<file path="config.mk">
export PLATFORM = sky130hd
export DESIGN_NAME = board_pin_receiver
export DESIGN_NICKNAME = d
export VERILOG_FILES = /design/src/rtl/board_pin_receiver.sv
export SDC_FILE = /design/constraint.sdc
export NUM_CORES = 1
export LEC_CHECK = 0
export ABC_AREA = 1
export CAP_MARGIN = 15
export CORE_ASPECT_RATIO = 0.75
export CORE_MARGIN = 2
export CORE_UTILIZATION = 35
export CTS_BUF_LIST = sky130_fd_sc_hd__clkbuf_8
export CTS_CLUSTER_DIAMETER = 150
export DETAILED_ROUTE_END_ITERATION = 6
export PLACE_DENSITY = 0.52
export SLEW_MARGIN = 20
export SYNTH_ARGS = -nofsm -noshare
export SYNTH_HDL_FRONTEND = slang
export SYNTH_SLANG_ARGS = --single-unit
</file>
<file path="constraint.sdc">
create_clock -name clk -period 5.6 [get_ports clk]
set_clock_uncertainty 0.1 [all_clocks]
set_input_delay 0.56 -clock clk [delete_from_list [all_inputs] [get_ports clk]]
set_output_delay 0.56 -clock clk [all_outputs]
set_load 0.005 [all_outputs]
</file>
<file path="src/rtl/board_pin_receiver.sv">
// Receiving end of the 8-pin gameboard link: synchronizes the pin bus and strobe,
// assembles header/data/checksum frames and publishes the last good board.
module board_pin_receiver #(
  parameter int         BOARD_BYTES    = 2,
  parameter logic [7:0] HEADER         = 8'hC4,
  parameter int         TIMEOUT_CYCLES = 50000
) (
  input  logic                     clk,
  input  logic                     reset,
  input  logic [7:0]               pin_data,
  input  logic                     pin_strobe,
  output logic [8*BOARD_BYTES-1:0] gameboard,
  output logic                     board_valid,
  output logic                     frame_error,
  output logic                     busy
);

  localparam int TIMER_W = (TIMEOUT_CYCLES > 1) ? $clog2(TIMEOUT_CYCLES) : 1;
  localparam int IDX_W   = (BOARD_BYTES > 1) ? $clog2(BOARD_BYTES) : 1;
  localparam logic [TIMER_W-1:0] TIMER_LAST = TIMER_W'(TIMEOUT_CYCLES - 1);
  localparam logic [IDX_W-1:0]   IDX_LAST   = IDX_W'(BOARD_BYTES - 1);

  typedef enum logic [1:0] {
    IDLE  = 2'd0,
    DATA  = 2'd1,
    CHECK = 2'd2
  } state_t;

  state_t                   state;
  logic                     strobe_meta;
  logic                     strobe_sync;
  logic                     strobe_prev;
  logic [7:0]               data_meta;
  logic [7:0]               data_sync;
  logic [8*BOARD_BYTES-1:0] shift_reg;
  logic [IDX_W-1:0]         idx;
  logic [7:0]               xor_acc;
  logic [TIMER_W-1:0]       timer;
  logic                     strobe_edge;

  // NOTE: a 2-FF synchronizer on a multi-bit bus is only safe because the sender
  // holds pin_data stable for several clocks around the strobe; the strobe edge,
  // seen two stages later, always finds a settled byte in data_sync.
  assign strobe_edge = strobe_sync & ~strobe_prev;
  assign busy        = (state != IDLE);

  // NOTE: every register, including synchronizer stages and the board word, is
  // cleared by the synchronous reset; there is no memory array here to exempt.
  always_ff @(posedge clk) begin
    if (reset) begin
      strobe_meta <= 1'b0;
      strobe_sync <= 1'b0;
      strobe_prev <= 1'b0;
      data_meta   <= '0;
      data_sync   <= '0;
      state       <= IDLE;
      shift_reg   <= '0;
      idx         <= '0;
      xor_acc     <= '0;
      timer       <= '0;
      gameboard   <= '0;
      board_valid <= 1'b0;
      frame_error <= 1'b0;
    end else begin
      strobe_meta <= pin_strobe;
      strobe_sync <= strobe_meta;
      strobe_prev <= strobe_sync;
      data_meta   <= pin_data;
      data_sync   <= data_meta;
      board_valid <= 1'b0;
      frame_error <= 1'b0;

      case (state)
        IDLE: begin
          if (strobe_edge && data_sync == HEADER) begin
            state   <= DATA;
            idx     <= '0;
            xor_acc <= '0;
            timer   <= '0;
          end
        end

        DATA, CHECK: begin
          // A strobe arriving in the expiry cycle is served; the timeout only
          // fires when no edge shows up in time.
          if (strobe_edge) begin
            timer <= '0;
            if (state == DATA) begin
              shift_reg[8*idx +: 8] <= data_sync;
              xor_acc               <= xor_acc ^ data_sync;
              idx                   <= idx + 1'b1;
              if (idx == IDX_LAST) state <= CHECK;
            end else begin
              if (data_sync == xor_acc) begin
                gameboard   <= shift_reg;
                board_valid <= 1'b1;
              end else begin
                frame_error <= 1'b1;
              end
              state <= IDLE;
            end
          end else if (timer == TIMER_LAST) begin
            frame_error <= 1'b1;
            state       <= IDLE;
          end else begin
            timer <= timer + 1'b1;
          end
        end

        default: state <= IDLE;
      endcase
    end
  end

endmodule
</file>
======== Word level (Yosys, flattened, before mapping) ========
Cells that the tools add are included.
operators by class
  add/subtract/negate cells ............... 3
  eq/ne operators ......................... 11
  shifts and indexed selects .............. 2
  muxes and demuxes ....................... 24
  bitwise logic cells ..................... 6
  reduce and logical (&&, ||, !) cells .... 12
operator list
  cell                                                                      count
  16-bit two-way mux                                                        3
  4-bit negator with 34-bit output                                          1
  8-bit by 34-bit variable shift with 16-bit output (first input constant)  1
  8-bit by 34-bit indexed part select with 16-bit output                    1
  16-bit case mux with 2 select lines                                       1
  8-bit two-way mux                                                         3
  16-bit by 1-bit adder with 16-bit output (second input constant)          1
  16-bit bitwise mux                                                        1
  16-bit == test (second input constant)                                    1
  8-bit case mux with 2 select lines                                        1
  2-bit two-way mux                                                         5
  3-bit AND reduction                                                       3
  8-bit == test                                                             1
  8-bit == test (second input constant)                                     1
  1-bit two-way mux                                                         8
  4-bit AND reduction                                                       2
  8-bit bitwise XOR                                                         1
  2-bit inequality test (second input constant)                             3
  3-bit inequality test (second input constant)                             2
  4-bit inequality test (second input constant)                             1
  1-bit inverter                                                            4
  2-bit case mux with 2 select lines                                        1
  2-bit nonzero test                                                        2
  2-bit OR reduction                                                        2
  other kinds (8)                                                           8
word-level totals
  register bits after elaboration ......... 80
  input bits .............................. 11
  output and inout port bits .............. 19
  logic and storage cells ................. 71

======== Logic depth before layout (Yosys ltp) ========
  depth after elaboration ................. 5
  gate-level depth with buffers ........... 11
  mapped depth without buffers ............ 11

======== Least setup slack after synthesis ========
No wires, ideal clock.
  kind .................................... register -> register
  start ................................... reg state[0]
  end ..................................... reg gameboard[0]
  setup time .............................. 0.113 ns
  arrival ................................. 1.565 ns
  required time ........................... 5.387 ns
  path slack .............................. 3.822 ns
  cell stages (with the launch flop) ...... 10
  path buffers ............................ 2
  clock period less this slack ............ 1.778 ns
  cell sequence ........................... dfxtp_1 > inv_1 > ha_1 > buf_4 > inv_1 > nor3_1 > nand3_2 > buf_2 > nor2_1 > nor2_1
on the way
  word-level cells in the longest chain between the ends .. 3
  elaborated cells on any way between the ends .. 5
  classes of those cells .................. 2 x eq/ne; 1 x bitwise; 2 x reduce/logical
ends and longest elaborated chain
  element                                                                    line    text
  from (decl)                                                                29      state_t state;
  from (signal assigned)                                                     56      state <= IDLE;
  from (signal assigned)                                                     76      state <= DATA;
  from (signal assigned)                                                     92      if (idx == IDX_LAST) state <= CHECK;
  2-bit by 1-bit == test with 1-bit output or 2-bit == test (tied branches)  73, 88
  2-bit OR reduction or 1-bit inverter (tied branches)                       --
  4-bit AND reduction (no source line) (*)                                   --
  to (signal assigned)                                                       95      gameboard <= shift_reg;
  to (decl)                                                                  12      output logic [8*BOARD_BYTES-1:0] gameboard,
Every way passes the cells marked *; elsewhere a longest branch is shown, timed or not.
A chain may end at the register's enable or synchronous reset.

======== Worst setup path in the final report ========
  start ................................... reg state[0]
  end ..................................... reg idx
on the way
  word-level cells in the longest chain between the ends .. 4
  elaborated cells on any way between the ends .. 10
  classes of those cells .................. 5 x eq/ne; 1 x mux; 4 x reduce/logical
ends and longest elaborated chain
  element                                                                       line    text
  2-bit by 1-bit == test with 1-bit output or 2-bit == test (tied branches)     73, 88
  2-bit OR reduction                                                            73      case (state)
  2-bit inequality test (no source line) or 2-bit nonzero test (tied branches)  --
  4-bit AND reduction (no source line)                                          --
  to (signal assigned)                                                          91      idx <= idx + 1'b1;
  to (decl)                                                                     36      logic [IDX_W-1:0] idx;
Parallel ways exist; a longest one is shown, timed or not.

==> run summary <==
Number of synthesized flops with an enable pin = 0
Cell Rows = 33
Reg clk slew, reported paths = 0.09 ns
Crit. End Element = flip-flop
Depth of the worst hold-timing path = 2
Max Cap Viol = 0
Post-Place Setup Slack = 2.81 ns
Syn Inst Count = 568
CTS Sinks = 80
Internal reg-to-reg setup slack = 2.99 ns
FF-to-FF Start = state[0]$_SDFFE_PP0P_
Die H = 94.9 um
Clock Power Share = 0.252
Vias in the first global route = 2898
Hold wc startpoint = data_meta[5]$_SDFF_PP0_
Max IR drop VDD = 161 uV
CP required = 5.80 ns
Multi-input logic area = 0.00177 mm2
WL/cell = 11.1 um
Tot Pwr = 1.75 mW
CTS resizes = 0
Largest net degree at the start of global routing = 42
Violation count after the first detailed-routing iteration = 203
DRC viols = 0
Ports = 30
Switching power of the nets = 0.692 mW
Post-synth net total = 584
Slew Limit Fails = 0
Worst-case clock buffer depth = 2
Horiz. Die Dim = 125 um
Final setup violation count = 0
Worst slew margin = 0.361
Critical path class = reg -> reg
TritonCTS Buffers = 9
Final worst setup slack = 2.99 ns
Crit path DAT = 2.81 ns
CTS tree = done
Worst hold path type = reg -> reg
R2R depth = 8
Routed vias = 3230
Yosys warns = 0
Core footprint = 0.0108 mm2
Fraction of registers with async set/reset = 0
Synth Flop Type = dfxtp_1
Commonest non-fill, non-tap cell in the layout = nand2_1
Met1 Track Usage GR = 0.214
Gpl congestion = 0.835
Leading area contributor after synthesis = dfxtp_1
Layout cells sized above 1 = 0.0845
TNS Setup = 0 ns
Initial antenna violation count = 0
Count of cell types in the netlist = 28
Met2 GRT Util = 0.214
Worst Path Max Fanout = 32
Clk Latency, worst-skew pair = 0.37 ns
PortBufs = 29
Number of H-tree levels = 3
Sequential cell area = 0.00160 mm2
Hold_buf cts = 0
Final hold vios = 0
Fin crit share = 0.467
LEAKAGE = 1.95 nW
Avg Inst Size Synth = 6.79 um2
Logic pwr share = 0.359
First-pass GRT wire length = 14.2 mm
Total track usage = 0.151
Global route hottest layer = met2
Grt ovf = 0
Antenna viol nets, final = 0
RSZ-0062 raised after global routing = false
Fin nets = 603
Area of the mapped netlist = 0.00386 mm2
Seq pwr share = 0.389
Max Clock Freq = 383 MHz
GR Util met3 = 0.0431
Sequential fraction of the synthesis area = 0.415
Outcome = complete, no violations
Initial Util = 0.356
Root Buffer = clkbuf_8
Register bit total from synthesis = 80
Final wirelength = 8.13 mm
Worst setup SP type = flip-flop
Die area = 0.0119 mm2
Reg2Reg Capture Point = idx$_SDFFE_PP0P_
Ant diodes = 0
DRT Pass-1 Iters = 5
Synth top area share = 0.415
Vias/cell = 4.41
Most frequent cells in the layout = nand2_1 (135), nor2_1 (110), inv_1 (84), dfxtp_1 (80), nand3_1 (52)
Worst Tran Pin Value = 0.956 ns
Synth area leaders = dfxtp_1 (42%), nand2_1 (13%), nor2_1 (11%), inv_1 (8.2%), nand3_1 (6.7%)
Fill count = 1134
Post-layout util = 0.405
Crit path time final = 2.61 ns
Sw frac = 0.396
Area growth from synthesis to layout = 13.7%
Fin cells = 732
Pwr dens = 399 mW/mm2
Placed cell count = 716
P_int = 1.06 mW
Postcts setup bufs = 0
Endpoint, Worst Hold = data_sync[5]$_SDFF_PP0_
DP Wirelength = 5.60 mm
-- logic make-up after synthesis --
logic type / Yosys count / share of synthesized area
AO/OA/AOI/OAI: 35 / 0.0500
XOR/XNOR: 8 / 0.0182
adder cells (fa/ha/maj): 5 / 0.0162
buffers and inverters: 112 / 0.127
flip-flops: 80 / 0.415
AND/OR/NAND/NOR: 328 / 0.373
-- power by group through the flow --
stage	logic, mW	clock network [mW]	registers (mW)
global route	0.721	0.480	0.690
global placement	0.617	0	0.691
floorplan	0.545	0	0.675
detailed placement	0.623	0	0.693
CTS	0.630	0.459	0.679
finish	0.628	0.440	0.680
-- how the worst max path moves through the flow --
stage | slack (ns) | to | startpoint | depth (start not counted)
after floorplan | 3.82 | gameboard[0]$_SDFFE_PP0P_ | state[0]$_SDFFE_PP0P_ | 9
after global placement | 2.87 | timer[8]$_SDFFE_PP0P_ | reset | 10
after detailed placement | 2.81 | timer[8]$_SDFFE_PP0P_ | reset | 10
after CTS | 2.96 | idx$_SDFFE_PP0P_ | state[0]$_SDFFE_PP0P_ | 8
after global routing | 2.68 | timer[5]$_SDFFE_PP0P_ | state[0]$_SDFFE_PP0P_ | 8
final | 2.99 | idx$_SDFFE_PP0P_ | state[0]$_SDFFE_PP0P_ | 8
-- final cells by class --
class | count | share of cell area
inverter | 89 | 0.0762
timing repair buffer | 31 | 0.0697
multi-input combinational | 376 | 0.403
sequential | 80 | 0.365
clock buffer | 9 | 0.0283
tap | 140 | 0.0400
clock inverter | 7 | 0.0177
-- critical path, cell delays in order, from the launching register on --
cell     delay [ns]
dfxtp_1        0.37
inv_1          0.09
ha_1           0.48
nor2_1         0.13
a21oi_4        0.74
nand2_2        0.32
nand2_1        0.14
nand2_1        0.05
nor2_1         0.13
-- layer usage --
layer / share of wire / routed length (um)
met5: 0 / 0
met4: 0.011 / 89
met3: 0.066 / 537
met2: 0.40 / 3220
met1: 0.53 / 4280
-- synth_stat cells, drive strengths merged, types with 4 or more instances --
library cell,n
buf,14
xnor2,6
nand2,139
o21ai,14
inv,88
nor2,114
dfxtp,80
or2,6
a21oi,20
nor3,4
ha,5
clkbuf,9
nand3,63
-- through the flow --
stage	cell area [um2]	hold WS, ns
after floorplan	3860	0.288
after global placement	4180	0.293
after detailed placement	4180	0.293
after CTS	4380	0.299
after global routing	4380	0.318
final	4380	0.297
No activity file was read; power rests on OpenSTA's default activity.
